File: src/rtl/mc_ctrl_pkg.sv
// Shared definitions for the SimpleCPU multi-cycle control sequencer:
// opcode/funct constants, state encoding, datapath select encodings and
// the bundled control-output record.
package mc_ctrl_pkg;

    // Opcodes understood by the sequencer
    localparam logic [5:0] OP_RTYPE = 6'h00;
    localparam logic [5:0] OP_LW    = 6'h23;
    localparam logic [5:0] OP_SW    = 6'h2B;
    localparam logic [5:0] OP_BEQ   = 6'h04;
    localparam logic [5:0] OP_ADDI  = 6'h08;
    localparam logic [5:0] OP_J     = 6'h02;

    // R-type function codes
    localparam logic [5:0] FN_ADD   = 6'h20;
    localparam logic [5:0] FN_SUB   = 6'h22;
    localparam logic [5:0] FN_AND   = 6'h24;
    localparam logic [5:0] FN_OR    = 6'h25;
    localparam logic [5:0] FN_SLT   = 6'h2A;

    // Width of the memory watchdog counter
    localparam int unsigned WD_W = 8;

    typedef enum logic [3:0] {
        ST_IDLE      = 4'd0,
        ST_FETCH     = 4'd1,
        ST_DECODE    = 4'd2,
        ST_MEM_ADDR  = 4'd3,
        ST_MEM_READ  = 4'd4,
        ST_MEM_WB    = 4'd5,
        ST_MEM_WRITE = 4'd6,
        ST_EXEC      = 4'd7,
        ST_ALU_WB    = 4'd8,
        ST_ADDI_EXEC = 4'd9,
        ST_ADDI_WB   = 4'd10,
        ST_BRANCH    = 4'd11,
        ST_JUMP      = 4'd12,
        ST_ILLEGAL   = 4'd13
    } state_e;

    typedef enum logic [2:0] {
        ALU_AND = 3'b000,
        ALU_OR  = 3'b001,
        ALU_ADD = 3'b010,
        ALU_SUB = 3'b110,
        ALU_SLT = 3'b111
    } alu_ctrl_e;

    typedef enum logic [1:0] {
        SRCB_REG    = 2'b00,
        SRCB_FOUR   = 2'b01,
        SRCB_IMM    = 2'b10,
        SRCB_IMM_SH = 2'b11
    } src_b_e;

    typedef enum logic [1:0] {
        PCSRC_ALU    = 2'b00,
        PCSRC_ALUOUT = 2'b01,
        PCSRC_JUMP   = 2'b10
    } pc_src_e;

    // Every datapath select and strobe driven by the sequencer in one cycle
    typedef struct packed {
        logic      mem_req;
        logic      mem_we;
        logic      iord;
        logic      ir_we;
        logic      pc_we;
        pc_src_e   pc_src;
        logic      alu_src_a;
        src_b_e    alu_src_b;
        alu_ctrl_e alu_ctrl;
        logic      reg_we;
        logic      reg_dst;
        logic      mem_to_reg;
        logic      illegal;
        logic      bus_err;
    } ctrl_t;

    // States that hold a request open on the memory port
    function automatic logic is_req_state(input state_e s);
        return (s == ST_FETCH) || (s == ST_MEM_READ) || (s == ST_MEM_WRITE);
    endfunction

endpackage

File: src/rtl/mc_ctrl_alu_dec.sv
// R-type function decoder: maps funct onto an ALU operation and flags
// function codes the datapath does not implement.
module alu_dec
    import mc_ctrl_pkg::*;
(
    input  logic [5:0] funct_i,
    output alu_ctrl_e  alu_ctrl_o,
    output logic       funct_ok_o
);

    // Pure table lookup; unknown codes keep a harmless add and drop the valid flag.
    always_comb begin
        // NOTE: every output gets a default before the case so no path can leave it unassigned (which would infer a latch).
        alu_ctrl_o = ALU_ADD;
        funct_ok_o = 1'b1;
        case (funct_i)
            FN_ADD:  alu_ctrl_o = ALU_ADD;
            FN_SUB:  alu_ctrl_o = ALU_SUB;
            FN_AND:  alu_ctrl_o = ALU_AND;
            FN_OR:   alu_ctrl_o = ALU_OR;
            FN_SLT:  alu_ctrl_o = ALU_SLT;
            default: funct_ok_o = 1'b0;
        endcase
    end

endmodule

File: src/rtl/mc_ctrl.sv
// Multi-cycle control sequencer for SimpleCPU. Steps each instruction through
// fetch/decode/execute/memory/writeback, decodes all datapath controls from
// the state register, and guards memory requests with an ack watchdog.
module mc_ctrl
    import mc_ctrl_pkg::*;
#(
    // Maximum wait cycles for a memory ack (1..255); 0 disables the watchdog.
    parameter int unsigned TIMEOUT = 16
) (
    input  logic       clk,
    input  logic       reset,
    input  logic [5:0] op_i,
    input  logic [5:0] funct_i,
    input  logic       zero_i,
    input  logic       mem_ack_i,
    output logic       mem_req_o,
    output logic       mem_we_o,
    output logic       iord_o,
    output logic       ir_we_o,
    output logic       pc_we_o,
    output logic [1:0] pc_src_o,
    output logic       alu_src_a_o,
    output logic [1:0] alu_src_b_o,
    output logic [2:0] alu_ctrl_o,
    output logic       reg_we_o,
    output logic       reg_dst_o,
    output logic       mem_to_reg_o,
    output logic       illegal_o,
    output logic       bus_err_o,
    output logic [3:0] state_o
);

    localparam logic [WD_W-1:0] WD_LIMIT  = WD_W'(TIMEOUT);
    localparam logic            WD_ENABLE = (TIMEOUT != 0);

    state_e          state_q, state_d;
    logic [WD_W-1:0] wd_cnt_q, wd_cnt_d;
    ctrl_t           ctrl;
    alu_ctrl_e       exec_alu;
    logic            funct_ok;
    logic            in_req;
    logic            wd_expire;

    alu_dec u_alu_dec (
        .funct_i    (funct_i),
        .alu_ctrl_o (exec_alu),
        .funct_ok_o (funct_ok)
    );

    // The expiry cycle still shows the request, so a late ack in that cycle wins.
    assign in_req    = is_req_state(state_q);
    assign wd_expire = WD_ENABLE && in_req && !mem_ack_i && (wd_cnt_q == WD_LIMIT);

    // Watchdog next value: count un-acked wait cycles, zero on any other cycle.
    always_comb begin
        wd_cnt_d = '0;
        if (in_req && !mem_ack_i && !wd_expire) begin
            wd_cnt_d = (wd_cnt_q == '1) ? wd_cnt_q : wd_cnt_q + 1'b1;
        end
    end

    // Next-state and control decode; strobes default to 0 in every state.
    always_comb begin
        state_d = state_q;
        ctrl    = '0;
        case (state_q)
            ST_IDLE: begin
                state_d = ST_FETCH;
            end

            ST_FETCH: begin
                ctrl.mem_req   = 1'b1;
                ctrl.alu_src_b = SRCB_FOUR;
                ctrl.alu_ctrl  = ALU_ADD;
                ctrl.pc_src    = PCSRC_ALU;
                if (mem_ack_i) begin
                    ctrl.ir_we = 1'b1;
                    ctrl.pc_we = 1'b1;
                    state_d    = ST_DECODE;
                end else if (wd_expire) begin
                    ctrl.bus_err = 1'b1;
                    state_d      = ST_IDLE;
                end
            end

            ST_DECODE: begin
                // Branch target is computed speculatively into ALUOut here.
                ctrl.alu_src_b = SRCB_IMM_SH;
                ctrl.alu_ctrl  = ALU_ADD;
                case (op_i)
                    OP_LW, OP_SW: state_d = ST_MEM_ADDR;
                    OP_RTYPE:     state_d = ST_EXEC;
                    OP_ADDI:      state_d = ST_ADDI_EXEC;
                    OP_BEQ:       state_d = ST_BRANCH;
                    OP_J:         state_d = ST_JUMP;
                    default:      state_d = ST_ILLEGAL;
                endcase
            end

            ST_MEM_ADDR: begin
                ctrl.alu_src_a = 1'b1;
                ctrl.alu_src_b = SRCB_IMM;
                ctrl.alu_ctrl  = ALU_ADD;
                state_d        = (op_i == OP_SW) ? ST_MEM_WRITE : ST_MEM_READ;
            end

            ST_MEM_READ: begin
                ctrl.mem_req = 1'b1;
                ctrl.iord    = 1'b1;
                if (mem_ack_i) begin
                    state_d = ST_MEM_WB;
                end else if (wd_expire) begin
                    ctrl.bus_err = 1'b1;
                    state_d      = ST_IDLE;
                end
            end

            ST_MEM_WB: begin
                ctrl.reg_we     = 1'b1;
                ctrl.mem_to_reg = 1'b1;
                state_d         = ST_FETCH;
            end

            ST_MEM_WRITE: begin
                ctrl.mem_req = 1'b1;
                ctrl.mem_we  = 1'b1;
                ctrl.iord    = 1'b1;
                if (mem_ack_i) begin
                    state_d = ST_FETCH;
                end else if (wd_expire) begin
                    ctrl.bus_err = 1'b1;
                    state_d      = ST_IDLE;
                end
            end

            ST_EXEC: begin
                ctrl.alu_src_a = 1'b1;
                ctrl.alu_src_b = SRCB_REG;
                ctrl.alu_ctrl  = exec_alu;
                state_d        = funct_ok ? ST_ALU_WB : ST_ILLEGAL;
            end

            ST_ALU_WB: begin
                ctrl.reg_we  = 1'b1;
                ctrl.reg_dst = 1'b1;
                state_d      = ST_FETCH;
            end

            ST_ADDI_EXEC: begin
                ctrl.alu_src_a = 1'b1;
                ctrl.alu_src_b = SRCB_IMM;
                ctrl.alu_ctrl  = ALU_ADD;
                state_d        = ST_ADDI_WB;
            end

            ST_ADDI_WB: begin
                ctrl.reg_we = 1'b1;
                state_d     = ST_FETCH;
            end

            ST_BRANCH: begin
                ctrl.alu_src_a = 1'b1;
                ctrl.alu_src_b = SRCB_REG;
                ctrl.alu_ctrl  = ALU_SUB;
                ctrl.pc_src    = PCSRC_ALUOUT;
                ctrl.pc_we     = zero_i;
                state_d        = ST_FETCH;
            end

            ST_JUMP: begin
                ctrl.pc_src = PCSRC_JUMP;
                ctrl.pc_we  = 1'b1;
                state_d     = ST_FETCH;
            end

            ST_ILLEGAL: begin
                // PC already advanced in FETCH, so the bad instruction is skipped.
                ctrl.illegal = 1'b1;
                state_d      = ST_FETCH;
            end

            default: begin
                state_d = ST_IDLE;
            end
        endcase
    end

    // State and watchdog registers; reset drops to IDLE from any state at once.
    always_ff @(posedge clk or posedge reset) begin
        // NOTE: reset is asynchronous so an outstanding request is abandoned without waiting for a clock edge.
        if (reset) begin
            state_q  <= ST_IDLE;
            wd_cnt_q <= '0;
        end else begin
            // NOTE: non-blocking assignments so every register samples pre-edge values.
            state_q  <= state_d;
            wd_cnt_q <= wd_cnt_d;
        end
    end

    assign mem_req_o    = ctrl.mem_req;
    assign mem_we_o     = ctrl.mem_we;
    assign iord_o       = ctrl.iord;
    assign ir_we_o      = ctrl.ir_we;
    assign pc_we_o      = ctrl.pc_we;
    assign pc_src_o     = ctrl.pc_src;
    assign alu_src_a_o  = ctrl.alu_src_a;
    assign alu_src_b_o  = ctrl.alu_src_b;
    assign alu_ctrl_o   = ctrl.alu_ctrl;
    assign reg_we_o     = ctrl.reg_we;
    assign reg_dst_o    = ctrl.reg_dst;
    assign mem_to_reg_o = ctrl.mem_to_reg;
    assign illegal_o    = ctrl.illegal;
    assign bus_err_o    = ctrl.bus_err;
    assign state_o      = state_q;

endmodule

File: config.mk
export PLATFORM = sky130hd
export DESIGN_NAME = mc_ctrl
export DESIGN_NICKNAME = d
export VERILOG_FILES = /design/src/rtl/mc_ctrl_pkg.sv /design/src/rtl/mc_ctrl_alu_dec.sv /design/src/rtl/mc_ctrl.sv
export SDC_FILE = /design/constraint.sdc
export NUM_CORES = 1
export LEC_CHECK = 0
export BUFFER_PORTS_ARGS = -buffer_cell sky130_fd_sc_hd__buf_4
export CAP_MARGIN = 40
export CORE_ASPECT_RATIO = 0.7
export CORE_UTILIZATION = 50
export CTS_BUF_LIST = sky130_fd_sc_hd__clkbuf_8
export CTS_CLUSTER_DIAMETER = 100
export CTS_CLUSTER_SIZE = 16
export DETAILED_ROUTE_END_ITERATION = 8
export GPL_TIMING_DRIVEN = 0
export PLACE_DENSITY = 0.88
export SLEW_MARGIN = 5
export SYNTH_ARGS = -nofsm -noshare
export SYNTH_HDL_FRONTEND = slang
export SYNTH_HIERARCHICAL = 1
export SYNTH_SLANG_ARGS = --single-unit
File: constraint.sdc
create_clock -name clk -period 3 [get_ports clk]
set_input_delay 0.6 -clock clk [delete_from_list [all_inputs] [get_ports clk]]
set_output_delay 0.6 -clock clk [all_outputs]
set_load 0.01 [all_outputs]
* Word-level counts from Yosys, hierarchy flattened
Cells that the tools add are included.
** Word-level totals
- Register bits after elaboration :: 12
- Output and inout port bits :: 22
** Cells by class
- Add/subtract/negate cells :: 1
- Eq/ne operators :: 26
- Muxes and demuxes :: 27
- Reductions and logical operators :: 17
** Operator list (number)
- == test 6 bit (second input constant) :: 7
- one-hot mux 4 bit (8 select lines) :: 1
- one-hot mux 5 bit (5 select lines) :: 1
- == test 4 bit (second input constant) :: 6
- one-hot mux 4 bit (5 select lines) :: 1
- == test 4 x 3 -> 1 bit (second input constant) :: 4
- 2-to-1 mux 4 bit :: 4
- 2-to-1 mux 8 bit :: 2
- 2-to-1 mux 1 bit :: 13
- one-hot mux 3 bit (4 select lines) :: 1
- one-hot mux 3 bit (3 select lines) :: 1
- adder 8 x 1 -> 8 bit (second input constant) :: 1
- == test 4 x 2 -> 1 bit (second input constant) :: 2
- == test 8 x 5 -> 1 bit (second input constant) :: 1
- == test 8 bit (second input constant) :: 1
- OR reduction 7 bit :: 1
- == test 6 x 2 -> 1 bit (second input constant) :: 1
- == test 6 x 3 -> 1 bit (second input constant) :: 1
- == test 6 x 4 -> 1 bit (second input constant) :: 1
- logical NOT 6 bit :: 1
- OR reduction 2 bit :: 3
- OR reduction 3 bit :: 2
- OR reduction 5 bit :: 1
- == test 4 x 1 -> 1 bit (second input constant) :: 1
- 8 further kinds :: 13

* Logic depth before layout (Yosys ltp)
Gate-level depths: netlist (run 1).
- Depth in word-level cells :: 8
- Mapped depth :: 6
- Gate-level depth less buffers :: 6

* Hierarchy
The synthesis (run 1) kept the hierarchy.
** By module, submodules not included
- mc_ctrl :: times used 1, cells each 120, area each 985.9 um^2
- alu_dec :: times used 1, cells each 9, area each 86.3 um^2

* Worst setup path after synthesis (run 1)
OpenSTA, ideal clock, no wires.
- Path kind :: register to output
- Start point :: register wd_cnt_q[0]
- End point :: output port bus_err_o
- Arrival :: 1486 ps
- Required time :: 2400 ps
- Path slack :: 914 ps
- Cell stages (with the launch flop) :: 5
- Buffers on the path :: 0
- Cell sequence :: dfrtp_1 -> inv_1 -> ha_1 -> or4b_1 -> a2111oi_4
** Between the ends
- Longest elaborated chain between the ends :: 5
** Ends and longest elaborated chain
- from (decl) :: RTL line mc_ctrl.sv:37 : logic [WD_W-1:0] wd_cnt_q, wd_cnt_d;
- from (signal assigned) :: RTL line mc_ctrl.sv:197 : wd_cnt_q <= wd_cnt_d;
- == test 8 x 5 -> 1 bit :: RTL line mc_ctrl.sv:52 : assign wd_expire = WD_ENABLE && in_req && !mem_ack_i && (wd_cnt_q == WD_LIMIT);
- logical AND 1 bit :: RTL line mc_ctrl.sv:52
- 2-to-1 mux 1 bit :: RTL line mc_ctrl.sv:80, mc_ctrl.sv:112, mc_ctrl.sv:130
- 2-to-1 mux 1 bit :: RTL line mc_ctrl.sv:110 : if (mem_ack_i) begin
- 2-to-1 mux 1 bit
- to (decl) :: RTL line mc_ctrl.sv:29 : output logic bus_err_o,
Every way passes these cells.

* Final worst setup path (run 1)
Same ends and word-level chain as after synthesis.

==> flow_summary.json, run 1 <==
{
  "synth_cells": 129,
  "dp_hpwl_microns": 2323,
  "endpoint_kind": "output pin",
  "synthToLayoutAreaGrowth_pct": 32.32,
  "maxCapViolCount": 0,
  "rows": 13,
  "synth_edf_count": 0,
  "pin_count": 38,
  "hold_viol": 0,
  "routedWlPerCell_microns": 15.90,
  "drt_iter0_drc": 81,
  "synth_cell_types": 44,
  "rsz0062_at_grt": "no",
  "critPathTopFamily": "simple AND/OR/NAND/NOR gates",
  "core_sq_mm": 0.001936,
  "start_util_pct": 55.40,
  "clk_pin_slew_ns": 0.05,
  "postSynthAreaPerCell_sq_um": 8.312,
  "synth.largest_area_cell": "dfrtp_1",
  "violations": "DRC",
  "fin_crit_ns": 2.558,
  "die_area_sq_mm": 0.002337,
  "power_density_mw_per_mm2": 693.8,
  "path_depth": 5,
  "ys.flop_type": "dfrtp_1",
  "synth_top_area_share_pct": 28.00,
  "yosysMostFrequentCell": "nor2_1",
  "crit_buf_inv": 2,
  "grt_use_total_pct": 28.20,
  "vias": 1177,
  "async_flop_share_pct": 100.0,
  "slowest_delay_ns": 0.51,
  "cp_max_fo": 4,
  "grt_pass1_wl_microns": 4726,
  "yosys_warnings": 6,
  "hold_ws_ns": 0.3677,
  "synth_seq_cells": 12,
  "viasPerCell": 6.162,
  "rr_worst_depth": 6,
  "path_cells": "inv_1, ha_1, or4b_1, a2111oi_4, buf_4",
  "crit_path_start_kind": "flip-flop",
  "root_buffer": "clkbuf_8",
  "n_antenna_cell": 0,
  "cts.sinks": 12,
  "worst_clock_skew_ns": 0.002672,
  "hold_buffers": 0,
  "ys_top_cells_by_count": "nor2_1, dfrtp_1, and3_1, nor3_1",
  "tightest_slew_ns": 0.5570,
  "final_nets": 189,
  "grt_overflow": 0,
  "fin_setup_tns_ns": 0,
  "synth.cell_area_sq_mm": 0.001072,
  "numCtsBuffers": 3,
  "irDropWorstVdd_uv": 419.7,
  "cts-resized-gates": 0,
  "grt_max_degree": 13,
  "drv_slew": 0,
  "gp_congestion": 0.9004,
  "hp-class": "in2async",
  "relSlewSlack_pct": 62.62,
  "crit_type": "reg2out",
  "cp_slowest_cell": "or4b_1",
  "die_h_microns": 40.75,
  "finalSetupViolCount": 0,
  "synth_nets": 147,
  "drt_wl_total_microns": 3037,
  "antenna_found_initial": 0,
  "htreeDepth": 1,
  "post_cts_buffers": 0,
  "ant_nets": 0,
  "leakage_nw": 0.6867,
  "die_w_microns": 57.35,
  "grt_pass1_vias": 997,
  "ys_seq_area_share_pct": 28.00,
  "cts_tree": "done",
  "io_buffers": 37,
  "clkLatencyLatePin_ns": 0.24,
  "synth.area.top_cells": "dfrtp_1, nor2_1, and3_1",
  "status": "finished with violations",
  "fmax_mhz": 391.0,
  "drcViolationCount": 3,
  "drive_gt1_share_pct": 27.81,
  "worstPathRequired_ns": 2.40,
  "fin_crit_sh_pct": 85.25,
  "clockBufferDepth": 2,
  "cp.arrival_ns": 1.96,
  "dr.pass1.iters": 6
}
[area by class of cell]
type | instances | area, sq um
Timing Repair Buffer | 37 | 277.8
Tap cell | 22 | 27.53
Fill cell | 140 | 516.7
Sequential cell | 12 | 300.3
Inverter | 7 | 26.28
Clock buffer | 3 | 41.29
Buffer | 4 | 16.27
Multi-Input combinational cell | 106 | 729.5
[sequential cells by signal (all words and copies together) (netlist names)]
register and cells:
wd_cnt_q 8, state_o 4
[per-stage QoR]
| step | power (mW) | worst slack, ns | cell area, sq um | util [%] | std cells |
|---|---|---|---|---|---|
| floorplan | 0.5874 | 0.9143 | 1072 | - | 129 |
| global placement | 0.8133 | 0.7299 | 1378 | 71.17 | 188 |
| detailed placement | 0.8272 | 0.7210 | 1378 | 71.17 | 188 |
| CTS | 0.9762 | 0.4543 | 1419 | 73.30 | 191 |
| global route | 1.055 | 0.3680 | 1419 | 73.30 | 191 |
| finish | 0.9844 | 0.4425 | 1419 | 73.30 | 191 |
[logic make-up after synthesis]
family | synth area share (%)
simple gates | 37.92
compound gates | 22.52
flops | 28.00
buf+inv | 3.967
xor+xnor | 3.268
mux | 1.984
fa+ha+maj | 2.333
[power breakdown]
part | switching (mW) | internal (mW) | leakage (nW) | total (mW)
sequential | 0.0514 | 0.191 | 0.162 | 0.242
clock | 0.0584 | 0.0884 | 0.0216 | 0.147
combinational | 0.331 | 0.265 | 0.503 | 0.595
total | 0.440 | 0.544 | 0.687 | 0.984
[cells in the final DEF, fill, tap and decap left out, types with 2 or more instances in the layout]
cell / instances
or4b_4: 2
nand2b_1: 2
a21oi_1: 7
clkbuf_8: 3
nor4_1: 2
a211oi_1: 4
or3b_2: 2
nor2_1: 15
a32oi_1: 2
a31oi_1: 2
ha_1: 2
nor3_1: 8
and3_1: 8
nand2_1: 3
nand4bb_1: 3
nand3_1: 5
xnor2_1: 3
buf_4: 37
o21ai_0: 4
o211ai_1: 3
clkbuf_1: 3
inv_1: 7
dfrtp_1: 12
and4_1: 2
and2_1: 3
nor2b_1: 5
[path summary, 6_finish.rpt]
check,slack [ns],startpoint,end
setup / recovery,0.44,wd_cnt_q[0]$_DFFE_PP0P_,bus_err_o
hold / removal,0.37,reset,wd_cnt_q[7]$_DFFE_PP0P_
setup reg to reg,1.05,wd_cnt_q[0]$_DFFE_PP0P_,state_o[1]$_DFF_PP0_
hold reg to reg,0.55,wd_cnt_q[6]$_DFFE_PP0P_,wd_cnt_q[6]$_DFFE_PP0P_
max in group asynchronous,2.31,reset,wd_cnt_q[1]$_DFFE_PP0P_
min in group clk,0.55,wd_cnt_q[6]$_DFFE_PP0P_,wd_cnt_q[6]$_DFFE_PP0P_
[per-layer routing]
| layer | vias to the layer above | track usage, % | share of wire, % |
|---|---|---|---|
| met3 | 4 | 9.464 | 9.3 |
| met4 | 0 | 4.878 | 0.79 |
| met1 | 539 | 38.81 | 47 |
| met2 | 61 | 43.90 | 42 |
| met5 | - | 0 | 0 |
| li1 | 573 | - | - |
No activity file was read; power rests on OpenSTA's default activity.
==> run 2, diff against run 1 <==
--- a/config.mk
+++ b/config.mk
@@ -8,12 +8,13 @@
 export BUFFER_PORTS_ARGS = -buffer_cell sky130_fd_sc_hd__buf_4
 export CAP_MARGIN = 40
 export CORE_ASPECT_RATIO = 0.7
+export CORE_MARGIN = 4
 export CORE_UTILIZATION = 50
 export CTS_BUF_LIST = sky130_fd_sc_hd__clkbuf_8
 export CTS_CLUSTER_DIAMETER = 100
 export CTS_CLUSTER_SIZE = 16
 export DETAILED_ROUTE_END_ITERATION = 8
-export GPL_TIMING_DRIVEN = 0
+export GPL_TIMING_DRIVEN = 1
 export PLACE_DENSITY = 0.88
 export SLEW_MARGIN = 5
 export SYNTH_ARGS = -nofsm -noshare
==> constraint.sdc (replaced) <==
create_clock -name clk -period 2.9 [get_ports clk]
set_input_delay 0.58 -clock clk [delete_from_list [all_inputs] [get_ports clk]]
set_output_delay 0.58 -clock clk [all_outputs]
set_load 0.01 [all_outputs]
==> run 2 against run 1 <==
  * Non-clock buffer count is 3 lower
  * Largest cell class unchanged
  * Clock power is 24% higher
  * The flow now finishes without violations
  * Sequential share of layout area is 0.074 points lower
  * Cell area is 0.35% higher
  * Critical path type unchanged
  * Highest routed layer unchanged
==> flow_summary.json, run 2 (synthesis results as in run 1) <==
{
  "dr.pass1.iters": 4,
  "multiInputGateArea_sq_um": 729.5,
  "htreeDepth": 1,
  "vias": 1180,
  "final_area_sq_mm": 0.001424,
  "n_antenna_cell": 0,
  "grt_use_total_pct": 20.68,
  "hp-class": "in2async",
  "routedWlPerCell_microns": 15.81,
  "final_common_cell": "buf_4",
  "relSlewSlack_pct": 63.70,
  "hold_buffers": 0,
  "hold_viol": 0,
  "root_buffer": "clkbuf_8",
  "grt_overflow": 0,
  "drcViolationCount": 0,
  "gp_congestion": 0.8432,
  "cp_max_fo": 18,
  "cts.sinks": 12,
  "grtUsageMet2_pct": 34.65,
  "numCtsBuffers": 3,
  "post_cts_buffers": 0,
  "antenna_found_initial": 0,
  "drv_slew": 0,
  "clkLatencyLatePin_ns": 0.24,
  "tightest_slew_ns": 0.5409,
  "core_sq_mm": 0.001952,
  "clockBufferDepth": 2,
  "worst_clock_skew_ns": 0.001631,
  "io_buffers": 37,
  "cts_tree": "done",
  "finalSetupViolCount": 0,
  "grt_pass1_vias": 1052,
  "synthToLayoutAreaGrowth_pct": 32.79,
  "pin_count": 38,
  "grt_pass1_wl_microns": 4795,
  "top_usage_layer": "met2",
  "grt_max_degree": 19,
  "cts-resized-gates": 0,
  "fin_crit_ns": 2.587,
  "rows": 13,
  "die_h_microns": 46.75,
  "fin_cells": 189,
  "rsz0062_at_grt": "no",
  "fin_crit_sh_pct": 89.21,
  "mostFrequentLayoutCells": "buf_4, nor2_1, dfrtp_1",
  "irDropWorstVdd_uv": 383.1,
  "viasPerCell": 6.243,
  "dp_hpwl_microns": 2255,
  "cp.arrival_ns": 2.01,
  "utilization_pct": 72.95,
  "fmax_mhz": 386.5,
  "die_w_microns": 63.35,
  "placed_area_sq_mm": 0.001369,
  "use_met1_pct": 26.95,
  "maxCapViolCount": 0,
  "status": "finished clean",
  "fin_setup_tns_ns": 0,
  "power_density_mw_per_mm2": 721.8,
  "crit_path_start_kind": "flip-flop",
  "met3_usage_pct": 5.742,
  "drive_gt1_share_pct": 28.74,
  "top_register": "wd_cnt_q",
  "drt_wl_total_microns": 2988,
  "start_util_pct": 54.94,
  "crit_type": "reg2out",
  "fillers": 144,
  "dpl.cell_count": 185,
  "ant_nets": 0,
  "leakage_nw": 0.6906,
  "ff_latch_area_sq_um": 300.3,
  "hold_ws_ns": 0.3443,
  "clk_pin_slew_ns": 0.05,
  "drt_iter0_drc": 63,
  "endpoint_kind": "output pin",
  "die_area_sq_mm": 0.002961,
  "largest_reg_flops": 8,
  "final_nets": 186,
  "worstPathRequired_ns": 2.32
}
==> run 2: critical path, stage by stage, from the launching register on <==
cell and delay (ns):
dfrtp_1 0.55, or4b_4 0.63, a2111oi_4 0.40, buf_4 0.18
==> run 2: area by class of cell <==
| type | count | share of cell area, % |
|---|---|---|
| multi-input cells | 106 | 51.23 |
| flip-flops and latches | 12 | 21.09 |
| repair buffers | 38 | 20.04 |
| clock buffers | 4 | 3.866 |
| well taps | 22 | 1.933 |
| inverters | 7 | 1.845 |
==> run 2: power by group <==
group	internal (mW)	switching (mW)
clock network	0.120	0.0621
registers	0.197	0.0766
logic	0.272	0.300
total	0.589	0.439
==> run 2: metal layers <==
metal	vias to the layer above	part of all wire, %
met3	4	9.4
li1	574	-
met4	0	0.87
met2	70	45
met1	532	45
met5	-	0
==> run 2: per-stage QoR <==
stage / setup slack (ns) / power, mW
2_1_floorplan: 0.8343 / 0.6077
3_3_place_gp: 0.6147 / 0.8282
3_5_place_dp: 0.5886 / 0.8423
4_1_cts: 0.3245 / 1.028
5_1_grt: 0.2508 / 1.105
6_report: 0.3129 / 1.028
==> run 2: final timing paths <==
path	start	end	slack, ns	cells after the start
setup / recovery	state_o[3]$_DFF_PP0_	bus_err_o	0.31	3
hold / removal	reset	state_o[0]$_DFF_PP0_	0.34	2
setup reg to reg	state_o[2]$_DFF_PP0_	wd_cnt_q[5]$_DFFE_PP0P_	0.84	4
hold reg to reg	wd_cnt_q[6]$_DFFE_PP0P_	wd_cnt_q[6]$_DFFE_PP0P_	0.54	1
max in group asynchronous	reset	wd_cnt_q[6]$_DFFE_PP0P_	2.25	2
min in group clk	wd_cnt_q[6]$_DFFE_PP0P_	wd_cnt_q[6]$_DFFE_PP0P_	0.54	1
==> run 3, diff against run 2 <==
--- a/config.mk
+++ b/config.mk
@@ -15,9 +15,8 @@
 export CTS_CLUSTER_SIZE = 16
 export DETAILED_ROUTE_END_ITERATION = 8
 export GPL_TIMING_DRIVEN = 1
-export PLACE_DENSITY = 0.88
+export PLACE_DENSITY = 0.89
 export SLEW_MARGIN = 5
 export SYNTH_ARGS = -nofsm -noshare
 export SYNTH_HDL_FRONTEND = slang
-export SYNTH_HIERARCHICAL = 1
 export SYNTH_SLANG_ARGS = --single-unit
==> run 3 against run 2 <==
  * Global-route usage increased by 0.62 points
  * Power increased by 6.7%
  * First-iteration DRC count increased by 14%
  * Maximum frequency increased by 3.8%
  * Register-to-register slack got worse by 0.02 ns
  * Critical endpoint unchanged
==> flow_summary.json, run 3 <==
{
  "status": "finished clean",
  "ant_nets": 0,
  "synthToLayoutAreaGrowth_pct": 32.32,
  "synth_cell_types": 38,
  "cts-resized-gates": 0,
  "synth_nets": 148,
  "clockBufferDepth": 2,
  "fin_crit_sh_pct": 85.94,
  "antenna_found_initial": 0,
  "synth_cells": 130,
  "tightest_slew_ns": 0.6358,
  "async_flop_share_pct": 100.0,
  "fillers": 134,
  "total_power_mw": 1.097,
  "start_util_pct": 53.91,
  "maxCapViolCount": 0,
  "final_nets": 186,
  "core_sq_mm": 0.001903,
  "drt_iter0_drc": 72,
  "ys_top_cells_by_count": "nor2_1, dfrtp_1, and3_1",
  "hp-class": "in2async",
  "post_cts_buffers": 0,
  "crit_path_start_kind": "flip-flop",
  "root_buffer": "clkbuf_8",
  "synth.cell_area_sq_mm": 0.001026,
  "fin_crit_ns": 2.492,
  "hold_buffers": 0,
  "cts.sinks": 12,
  "relSlewSlack_pct": 57.42,
  "n_antenna_cell": 0,
  "viasPerCell": 5.947,
  "worstPathRequired_ns": 2.32,
  "ys_seq_area_share_pct": 29.27,
  "drt_wl_total_microns": 2828,
  "fin_setup_tns_ns": 0,
  "mostFrequentLayoutCells": "buf_4, nor2_1, dfrtp_1",
  "endpoint_kind": "output pin",
  "rsz0062_at_grt": "no",
  "hold_viol": 0,
  "dp_hpwl_microns": 2288,
  "grt_use_total_pct": 21.30,
  "largest_reg_flops": 8,
  "clk_pin_slew_ns": 0.05,
  "grt_overflow": 0,
  "rr_worst_depth": 4,
  "numCtsBuffers": 3,
  "grt_pass1_wl_microns": 4774,
  "top_register": "wd_cnt_q",
  "gp_congestion": 0.8911,
  "postSynthAreaPerCell_sq_um": 7.892,
  "grt_pass1_vias": 1032,
  "grt_max_degree": 19,
  "drcViolationCount": 0,
  "yosysMostFrequentCell": "nor2_1",
  "fin_cells": 188,
  "synth_edf_count": 0,
  "synth.largest_area_cell": "dfrtp_1",
  "power_density_mw_per_mm2": 808.1,
  "finalSetupViolCount": 0,
  "die_w_microns": 62.14,
  "leakage_nw": 0.6456,
  "irDropWorstVdd_uv": 762.9,
  "htreeDepth": 1,
  "fmax_mhz": 401.2,
  "rows": 13,
  "drv_slew": 0,
  "synth_top_area_share_pct": 29.27,
  "drive_gt1_share_pct": 26.51,
  "cp_max_fo": 18,
  "final_common_cell": "buf_4",
  "io_buffers": 37,
  "yosys_warnings": 0,
  "crit_type": "reg2out",
  "die_h_microns": 45.90,
  "dr.pass1.iters": 4,
  "vias": 1118,
  "rr_startpoint": "state_o[0]$_DFF_PP0_",
  "cp.arrival_ns": 1.91,
  "utilization_pct": 71.33,
  "dpl.cell_count": 185,
  "pin_count": 38,
  "die_area_sq_mm": 0.002852,
  "worst-r2r-setup-slack_ns": 0.82,
  "worst_clock_skew_ns": 0.003059,
  "synth_seq_cells": 12,
  "routedWlPerCell_microns": 15.04,
  "r2r_end": "state_o[0]$_DFF_PP0_",
  "synth.area.top_cells": "dfrtp_1, nor2_1, and3_1",
  "clkLatencyLatePin_ns": 0.24,
  "ys.flop_type": "dfrtp_1",
  "cts_tree": "done"
}
-- run 3: cell types whose count changed after synthesis, moves of 3 or more --
| cell | delta |
|---|---|
| nand2b_1 | +5 |
| nor2_1 | +4 |
| nand4bb_1 | -3 |
| o21ai_0 | +3 |
-- run 3: metrics by stage --
step | hold slack [ns] | worst slack, ns | area, sq um
2_1_floorplan | 0.4447 | 0.9204 | 1026
3_3_place_gp | 0.5539 | 0.6895 | 1316
3_5_place_dp | 0.5978 | 0.6654 | 1316
4_1_cts | 0.3596 | 0.4045 | 1358
5_1_grt | 0.3906 | 0.3107 | 1358
6_report | 0.3477 | 0.4078 | 1358
-- run 3: cell families after synthesis --
family                   after synthesis  share of synthesized area [%]
adder cells (fa/ha/maj)                2                          2.439
buffers and inverters                 10                          3.658
multiplexers                           3                          2.927
AO/OA/AOI/OAI                         32                          23.05
AND/OR/NAND/NOR                       69                          36.95
XOR/XNOR                               2                          1.708
flip-flops                            12                          29.27
-- run 3: cell type report --
| cell class | instances | area, sq um | area share (%) |
|---|---|---|---|
| clock buffers | 3 | 41.29 | 3.041 |
| inverters | 6 | 22.52 | 1.659 |
| multi-input cells | 108 | 688.2 | 50.69 |
| flip-flops and latches | 12 | 300.3 | 22.12 |
| well taps | 22 | 27.53 | 2.028 |
| repair buffers | 37 | 277.8 | 20.46 |
-- run 3: power by group --
| group | internal (mW) | switching, mW |
|---|---|---|
| combinational | 0.316 | 0.317 |
| sequential | 0.201 | 0.116 |
| clock | 0.0910 | 0.0556 |
| total | 0.609 | 0.488 |
-- run 3: metal layers --
layer / up-vias / part of all wire, % / GRT usage (%)
met4: 0 / 0 / 3.030
met5: - / 0 / 0
met3: 0 / 8.1 / 6.420
li1: 562 / - / -
met1: 512 / 46 / 30.72
met2: 44 / 46 / 32.02
-- run 3: how the worst max path moves through the flow --
| stage | depth (start not counted) | start | slack [ns] | end |
|---|---|---|---|---|
| final | 3 | state_o[0]$_DFF_PP0_ | 0.41 | bus_err_o |
| after global routing | 3 | state_o[0]$_DFF_PP0_ | 0.31 | bus_err_o |
| after CTS | 3 | state_o[0]$_DFF_PP0_ | 0.40 | bus_err_o |
| after detailed placement | 3 | state_o[0]$_DFF_PP0_ | 0.67 | bus_err_o |
| after global placement | 3 | state_o[0]$_DFF_PP0_ | 0.69 | bus_err_o |
| after floorplan | 4 | wd_cnt_q[0]$_DFFE_PP0P_ | 0.92 | bus_err_o |
-- run 3: worst max-delay path: stages, from the launching register on --
cell and delay [ns]:
dfrtp_1 0.62, or3b_4 0.46, a2111oi_4 0.41, buf_4 0.19
